### src/rtl/dmem_arb_pkg.sv
// dmem_arb_pkg: shared definitions for the data-memory arbiter.
//   - state_t   : arbiter FSM encoding (IDLE/WRITE/READ/RESP)
//   - PORT0/1   : owner encoding of a latched command
//   - ADDR_W_DEF/DATA_W_DEF : default widths shared with data_memory
//   - gnt_owner : maps a one-hot grant vector to the owner encoding
package dmem_arb_pkg;

  localparam int unsigned ADDR_W_DEF = 32;
  localparam int unsigned DATA_W_DEF = 32;

  typedef enum logic [1:0] {
    IDLE  = 2'd0,
    WRITE = 2'd1,
    READ  = 2'd2,
    RESP  = 2'd3
  } state_t;

  localparam logic PORT0 = 1'b0;
  localparam logic PORT1 = 1'b1;

  // Grant vector is one-hot or zero; bit 1 set means port 1 owns the command.
  function automatic logic gnt_owner(input logic [1:0] gnt);
    return gnt[1] ? PORT1 : PORT0;
  endfunction

endpackage

### src/rtl/dmem_arbiter_rr_arb2.sv
// rr_arb2: combinational two-way round-robin pick.
// Ports:
//   i_en      - arbitration allowed this cycle (FSM in IDLE or RESP)
//   i_req     - request vector {port1, port0}
//   i_rr_last - owner of the most recent grant
//   o_gnt     - one-hot grant (or zero)
module rr_arb2
  import dmem_arb_pkg::*;
(
  input  logic       i_en,
  input  logic [1:0] i_req,
  input  logic       i_rr_last,
  output logic [1:0] o_gnt
);

  // Single requester wins outright; on a tie the port that did not win last goes.
  always_comb begin
    o_gnt = 2'b00;
    if (i_en) begin
      case (i_req)
        2'b01:   o_gnt = 2'b01;
        2'b10:   o_gnt = 2'b10;
        2'b11:   o_gnt = (i_rr_last == PORT1) ? 2'b01 : 2'b10;
        default: o_gnt = 2'b00;
      endcase
    end else begin
      o_gnt = 2'b00;
    end
  end

endmodule

### src/rtl/dmem_arbiter.sv
// dmem_arbiter: shares single-port data_memory between the pipeline MEM
// stage (port 0) and the loader/debug port (port 1). One command in flight;
// reads return after a fixed RD_LAT-cycle MemRead window plus one RESP cycle.
// Ports:
//   clk, rst_n                 - clock, async active-low reset
//   mN_req/we/addr/wdata       - requester N command (held until mN_gnt)
//   mN_gnt                     - command accepted this cycle (combinational)
//   mN_rvalid, mN_rdata        - one-cycle read response pulse, held read data
//   MemRead, MemWrite, mem_addr, mem_wdata, mem_rdata - data_memory interface
// Optional (macro DMEM_ARB_PERF_EN):
//   conflict_cnt - saturating count of arbitration cycles with both requests
//   m0_wait_cnt  - saturating count of cycles port 0 requests without grant
module dmem_arbiter
  import dmem_arb_pkg::*;
#(
  parameter int unsigned ADDR_W = ADDR_W_DEF,
  parameter int unsigned DATA_W = DATA_W_DEF,
  parameter int unsigned RD_LAT = 1            // legal range 1..4
)(
  input  logic              clk,
  input  logic              rst_n,
  input  logic              m0_req,
  input  logic              m0_we,
  input  logic [ADDR_W-1:0] m0_addr,
  input  logic [DATA_W-1:0] m0_wdata,
  output logic              m0_gnt,
  output logic              m0_rvalid,
  output logic [DATA_W-1:0] m0_rdata,
  input  logic              m1_req,
  input  logic              m1_we,
  input  logic [ADDR_W-1:0] m1_addr,
  input  logic [DATA_W-1:0] m1_wdata,
  output logic              m1_gnt,
  output logic              m1_rvalid,
  output logic [DATA_W-1:0] m1_rdata,
  output logic              MemRead,
  output logic              MemWrite,
  output logic [ADDR_W-1:0] mem_addr,
  output logic [DATA_W-1:0] mem_wdata,
  input  logic [DATA_W-1:0] mem_rdata
`ifdef DMEM_ARB_PERF_EN
  ,
  output logic [15:0]       conflict_cnt,
  output logic [15:0]       m0_wait_cnt
`endif
);

  localparam logic [1:0] LAT_M1 = 2'(RD_LAT - 1);

  state_t            r_state;
  logic              r_rr_last;
  logic              r_owner;
  logic [ADDR_W-1:0] r_cmd_addr;
  logic [DATA_W-1:0] r_cmd_wdata;
  logic [1:0]        r_cnt;
  logic [DATA_W-1:0] r_m0_rdata;
  logic [DATA_W-1:0] r_m1_rdata;

  logic              w_arb_en;
  logic [1:0]        w_gnt;
  logic              w_win;
  logic              w_win_we;
  logic [ADDR_W-1:0] w_win_addr;
  logic [DATA_W-1:0] w_win_wdata;

  assign w_arb_en = (r_state == IDLE) || (r_state == RESP);

  rr_arb2 u_rr_arb2 (
    .i_en      (w_arb_en),
    .i_req     ({m1_req, m0_req}),
    .i_rr_last (r_rr_last),
    .o_gnt     (w_gnt)
  );

  assign w_win  = gnt_owner(w_gnt);
  assign m0_gnt = w_gnt[0];
  assign m1_gnt = w_gnt[1];

  // Select the winning requester's command fields for latching.
  always_comb begin
    w_win_we    = 1'b0;
    w_win_addr  = {ADDR_W{1'b0}};
    w_win_wdata = {DATA_W{1'b0}};
    if (w_win == PORT1) begin
      w_win_we    = m1_we;
      w_win_addr  = m1_addr;
      w_win_wdata = m1_wdata;
    end else begin
      w_win_we    = m0_we;
      w_win_addr  = m0_addr;
      w_win_wdata = m0_wdata;
    end
  end

  // Arbiter FSM: command latch, read-latency countdown and read-data capture.
  always_ff @(posedge clk or negedge rst_n) begin
    if (!rst_n) begin
      r_state     <= IDLE;
      r_rr_last   <= PORT1;
      r_owner     <= PORT0;
      r_cmd_addr  <= {ADDR_W{1'b0}};
      r_cmd_wdata <= {DATA_W{1'b0}};
      r_cnt       <= 2'd0;
      r_m0_rdata  <= {DATA_W{1'b0}};
      r_m1_rdata  <= {DATA_W{1'b0}};
    end else begin
      case (r_state)
        // RESP arbitrates exactly like IDLE so reads can run back-to-back.
        IDLE, RESP: begin
          if (w_gnt != 2'b00) begin
            r_owner     <= w_win;
            r_rr_last   <= w_win;
            r_cmd_addr  <= w_win_addr;
            r_cmd_wdata <= w_win_wdata;
            r_cnt       <= LAT_M1;
            r_state     <= w_win_we ? WRITE : READ;
          end else begin
            r_state     <= IDLE;
          end
        end
        WRITE: begin
          r_state <= IDLE;
        end
        READ: begin
          if (r_cnt == 2'd0) begin
            if (r_owner == PORT1) begin
              r_m1_rdata <= mem_rdata;
            end else begin
              r_m0_rdata <= mem_rdata;
            end
            r_state <= RESP;
          end else begin
            r_cnt <= r_cnt - 2'd1;
          end
        end
        default: begin
          r_state <= IDLE;
        end
      endcase
    end
  end

  // Memory strobes decode straight from the state register, so an async
  // reset drops them in the same instant it returns the FSM to IDLE.
  assign MemWrite  = (r_state == WRITE);
  assign MemRead   = (r_state == READ);
  assign mem_addr  = (MemRead || MemWrite) ? r_cmd_addr : {ADDR_W{1'b0}};
  assign mem_wdata = MemWrite ? r_cmd_wdata : {DATA_W{1'b0}};

  assign m0_rvalid = (r_state == RESP) && (r_owner == PORT0);
  assign m1_rvalid = (r_state == RESP) && (r_owner == PORT1);
  assign m0_rdata  = r_m0_rdata;
  assign m1_rdata  = r_m1_rdata;

`ifdef DMEM_ARB_PERF_EN
  logic [15:0] r_conflict_cnt;
  logic [15:0] r_m0_wait_cnt;

  // Saturating performance counters for arbitration conflicts and port 0 stalls.
  always_ff @(posedge clk or negedge rst_n) begin
    if (!rst_n) begin
      r_conflict_cnt <= 16'd0;
      r_m0_wait_cnt  <= 16'd0;
    end else begin
      if (w_arb_en && m0_req && m1_req && (r_conflict_cnt != 16'hFFFF)) begin
        r_conflict_cnt <= r_conflict_cnt + 16'd1;
      end else begin
        r_conflict_cnt <= r_conflict_cnt;
      end
      if (m0_req && !m0_gnt && (r_m0_wait_cnt != 16'hFFFF)) begin
        r_m0_wait_cnt <= r_m0_wait_cnt + 16'd1;
      end else begin
        r_m0_wait_cnt <= r_m0_wait_cnt;
      end
    end
  end

  assign conflict_cnt = r_conflict_cnt;
  assign m0_wait_cnt  = r_m0_wait_cnt;
`endif

endmodule

### config.mk
export PLATFORM = sky130hd
export DESIGN_NAME = dmem_arbiter
export DESIGN_NICKNAME = d
export VERILOG_FILES = /design/src/rtl/dmem_arb_pkg.sv /design/src/rtl/dmem_arbiter_rr_arb2.sv /design/src/rtl/dmem_arbiter.sv
export SDC_FILE = /design/constraint.sdc
export NUM_CORES = 1
export LEC_CHECK = 0
export BUFFER_PORTS_ARGS = -buffer_cell sky130_fd_sc_hd__buf_2
export CORE_AREA = 2 2 117 119
export DETAILED_ROUTE_END_ITERATION = 12
export DIE_AREA = 0 0 119 121
export GPL_ROUTABILITY_DRIVEN = 0
export PLACE_DENSITY = 0.91
export SLEW_MARGIN = 20
export SYNTH_ARGS = -nofsm -noshare
export SYNTH_HDL_FRONTEND = slang
export SYNTH_SLANG_ARGS = --single-unit
### constraint.sdc
create_clock -name clk -period 2.78 [get_ports clk]
set_input_delay 0.139 -clock clk [delete_from_list [all_inputs] [get_ports clk]]
set_output_delay 0.139 -clock clk [all_outputs]
set_load 0.05 [all_outputs]
==> flow_metrics.tcl <==
set metrics [dict create \
    outcome "finished, final reports clean" \
    pre_cts_slack_ns 0.738 \
    crit_slowest_cell "dlygate4sd3_1" \
    clk_path_buf_depth 2 \
    grt_first_pass_wirelength_mm 27.8 \
    final_cell_mix "298 x buf_2, 133 x dfrtp_1, 75 x dlygate4sd3_1, 71 x nand2_1, 65 x mux2i_1" \
    tns_ns 0 \
    drt_pass1_iterations 4 \
    yosysWarnings 0 \
    num_io_pins 300 \
    slowest_delay_ns 0.56 \
    critical_path_class "reg -> reg" \
    crit_chain "inv_1 > ha_1 > nand3_4 > buf_12 > mux2i_1 > dlygate4sd3_1 > o21ai_0" \
    synth_top_area_share_pct 54.4 \
    cts.sinks 134 \
    final_common_cell "buf_2" \
    wire_per_inst_microns 16.2 \
    finClkSkew_ns 0.00927 \
    clk_pin_slew_worst_paths_ns 0.06 \
    fin_util_pct 69.7 \
    worst_pin_slew_ns 0.476 \
    synth_cell_types 25 \
    multi_input_area_sq_mm 0.00256 \
    slew_violations 0 \
    min_path_type "in -> reg" \
    critPathCaptureType "flip-flop" \
    worstSkewPairLatency_ns 0.42 \
    totalPowerFinal_mw 12.9 \
    finalHoldViolations 0 \
    crit_required_ns 3.11 \
    seq_area_frac_synth_pct 54.8 \
    ff_latch_area_sq_mm 0.00335 \
    die_w_microns 119 \
    hp-start "m0_addr[24]" \
    p_leak_nw 4.85 \
    start_util_pct 46.8 \
    post_cts_buffers 0 \
    layout_min_cycle_time_ns 2.42 \
    fin_crit_sh_pct 87.0 \
    ir_worst_vdd_mv 0.730 \
    r2r_start "r_state[0]" \
    row_count 42 \
    fillers 928 \
    worst_slack_ns 0.363 \
    power_density_mw_per_mm2 1410 \
    postRouteAntennaNets 0 \
    core_area_sq_mm 0.0131 \
    cts_tree "yes" \
    cts_inserted_buffers 17 \
    viasPerCell 4.87 \
    worstSetupStartpointType "flip-flop" \
    drcViolationCount 0 \
    diodes 0 \
    cts_resized 0 \
    rsz0062_at_grt "no" \
    portBuffers 299 \
    wl_mm 17.6 \
    cp.arrival_ns 2.75 \
    cts_root_buf "clkbuf_16" \
    vias 5299 \
    synth_nets 699 \
    setup_violations 0 \
    syn_area_per_cell_sq_um 11.6 \
    drive_gt1_share_pct 45.0 \
    yosys-top-cells-area "dfrtp_1 54%, mux2_2 12%, mux2i_1 11%" \
    syn-instance-count 529 \
    drt_iter0_drc 286 \
    antenna_found_initial 0 \
    synthesis.area_sq_mm 0.00612 \
    ctsHoldBuffers 75 \
    cts_max_level 4 \
    synth.ff_latch_count 134 \
    dieArea_sq_mm 0.0144 \
    clock.fmax_mhz 414 \
    first_global_vias 5541 \
    critPathLaunch "r_state[0]" \
    grt_use_total_pct 25.0 \
    slew_headroom_pct 68.3 \
    dpl.hpwl_mm 11.5 \
    die_h_microns 121 \
    crit_fanout 32 \
    cap_violations 0 \
    yosysTopAreaCell "dfrtp_1" \
    grt_max_degree 87 \
    syn_to_final_growth_pct 48.9 \
    overflow 0 \
    final_nets 1069 \
]
[cells by family (layout without fill, tap and decap cells)]
family          Yosys count  count (layout)  synth area share [%]
flops                   134             134                  54.8
buf+inv                  41             424                  3.66
mux                     129             129                  22.4
simple gates            146             146                  11.9
compound gates           75              75                  6.48
fa+ha+maj                 4               4                 0.817
[cell type report]
class / instances / area share (%)
Clock buffer: 17 / 4.67
Multi-Input combinational cell: 354 / 28.1
Timing Repair Buffer: 385 / 26.0
Clock inverter: 15 / 1.73
Inverter: 7 / 0.288
Tap cell: 176 / 2.42
Sequential cell: 134 / 36.8
[metal layers]
metal	up-vias	share of wire, %	global-route usage, %
met1	2490	38	27.7
met5	-	0	0
li1	2546	-	-
met2	224	53	45.5
met3	39	5.7	6.67
met4	0	2.9	9.75
[power by group]
group | switching (mW) | leakage [nW] | internal, mW
combinational | 5.13 | 2.96 | 2.10
clock | 0.940 | 0.287 | 1.27
sequential | 0.507 | 1.60 | 2.95
total | 6.57 | 4.85 | 6.33
[worst paths after layout]
kind	endpoint	cells past startpoint	slack, ns
worst max-delay path	r_cmd_addr[7]	7	0.36
worst min-delay path	r_cmd_addr[24]	3	0.01
worst max register to register	r_cmd_addr[7]	7	0.36
worst min register to register	r_cmd_wdata[26]	2	0.47
max in group asynchronous	r_rr_last	3	1.73
min in group asynchronous	m0_rdata[10]	2	0.22
[worst max-delay path, delay by kind of cell, from the launching register on]
kind            cells  cell delay [ns]
mux                 1             0.14
simple gates        1             0.33
fa+ha+maj           1             0.34
compound gates      1             0.17
flops               1             0.39
buf+inv             3             0.94
[synthesized netlist by cell type]
cell      number
o21ai_2        1
mux2i_1       65
o221a_2        1
ha_1           4
buf_8          4
dfstp_2        1
nand2_1       71
inv_1          7
and2_1        34
a31oi_1        1
nand3_2        1
a22o_1         2
o21ai_1       28
o21ai_0       37
a21oi_1        4
nand2b_1       1
buf_4          4
a21boi_0       1
nand3_1        2
nor2_1         4
mux2_2        64
buf_2          8
clkbuf_1      18
dfrtp_1      133
nor2b_1       33
[registers in the layout (all words and copies together), names as in the netlist]
signal and flops:
r_rr_last 1, r_owner 1, r_cnt 2, r_cmd_wdata 32, m0_rdata 32, r_state 2, m1_rdata 32, r_cmd_addr 32
[per-stage QoR]
step / cell area, sq um / cells / hold slack, ns
6_report: 9120 / 1088 / 0.0116
5_1_grt: 9120 / 1088 / 0.00393
4_1_cts: 9120 / 1088 / 0.000687
3_5_place_dp: 7780 / 981 / 0.0633
3_3_place_gp: 7780 / 981 / 0.0640
2_1_floorplan: 6120 / 529 / -0.157
(Power assumes the default switching activity.)
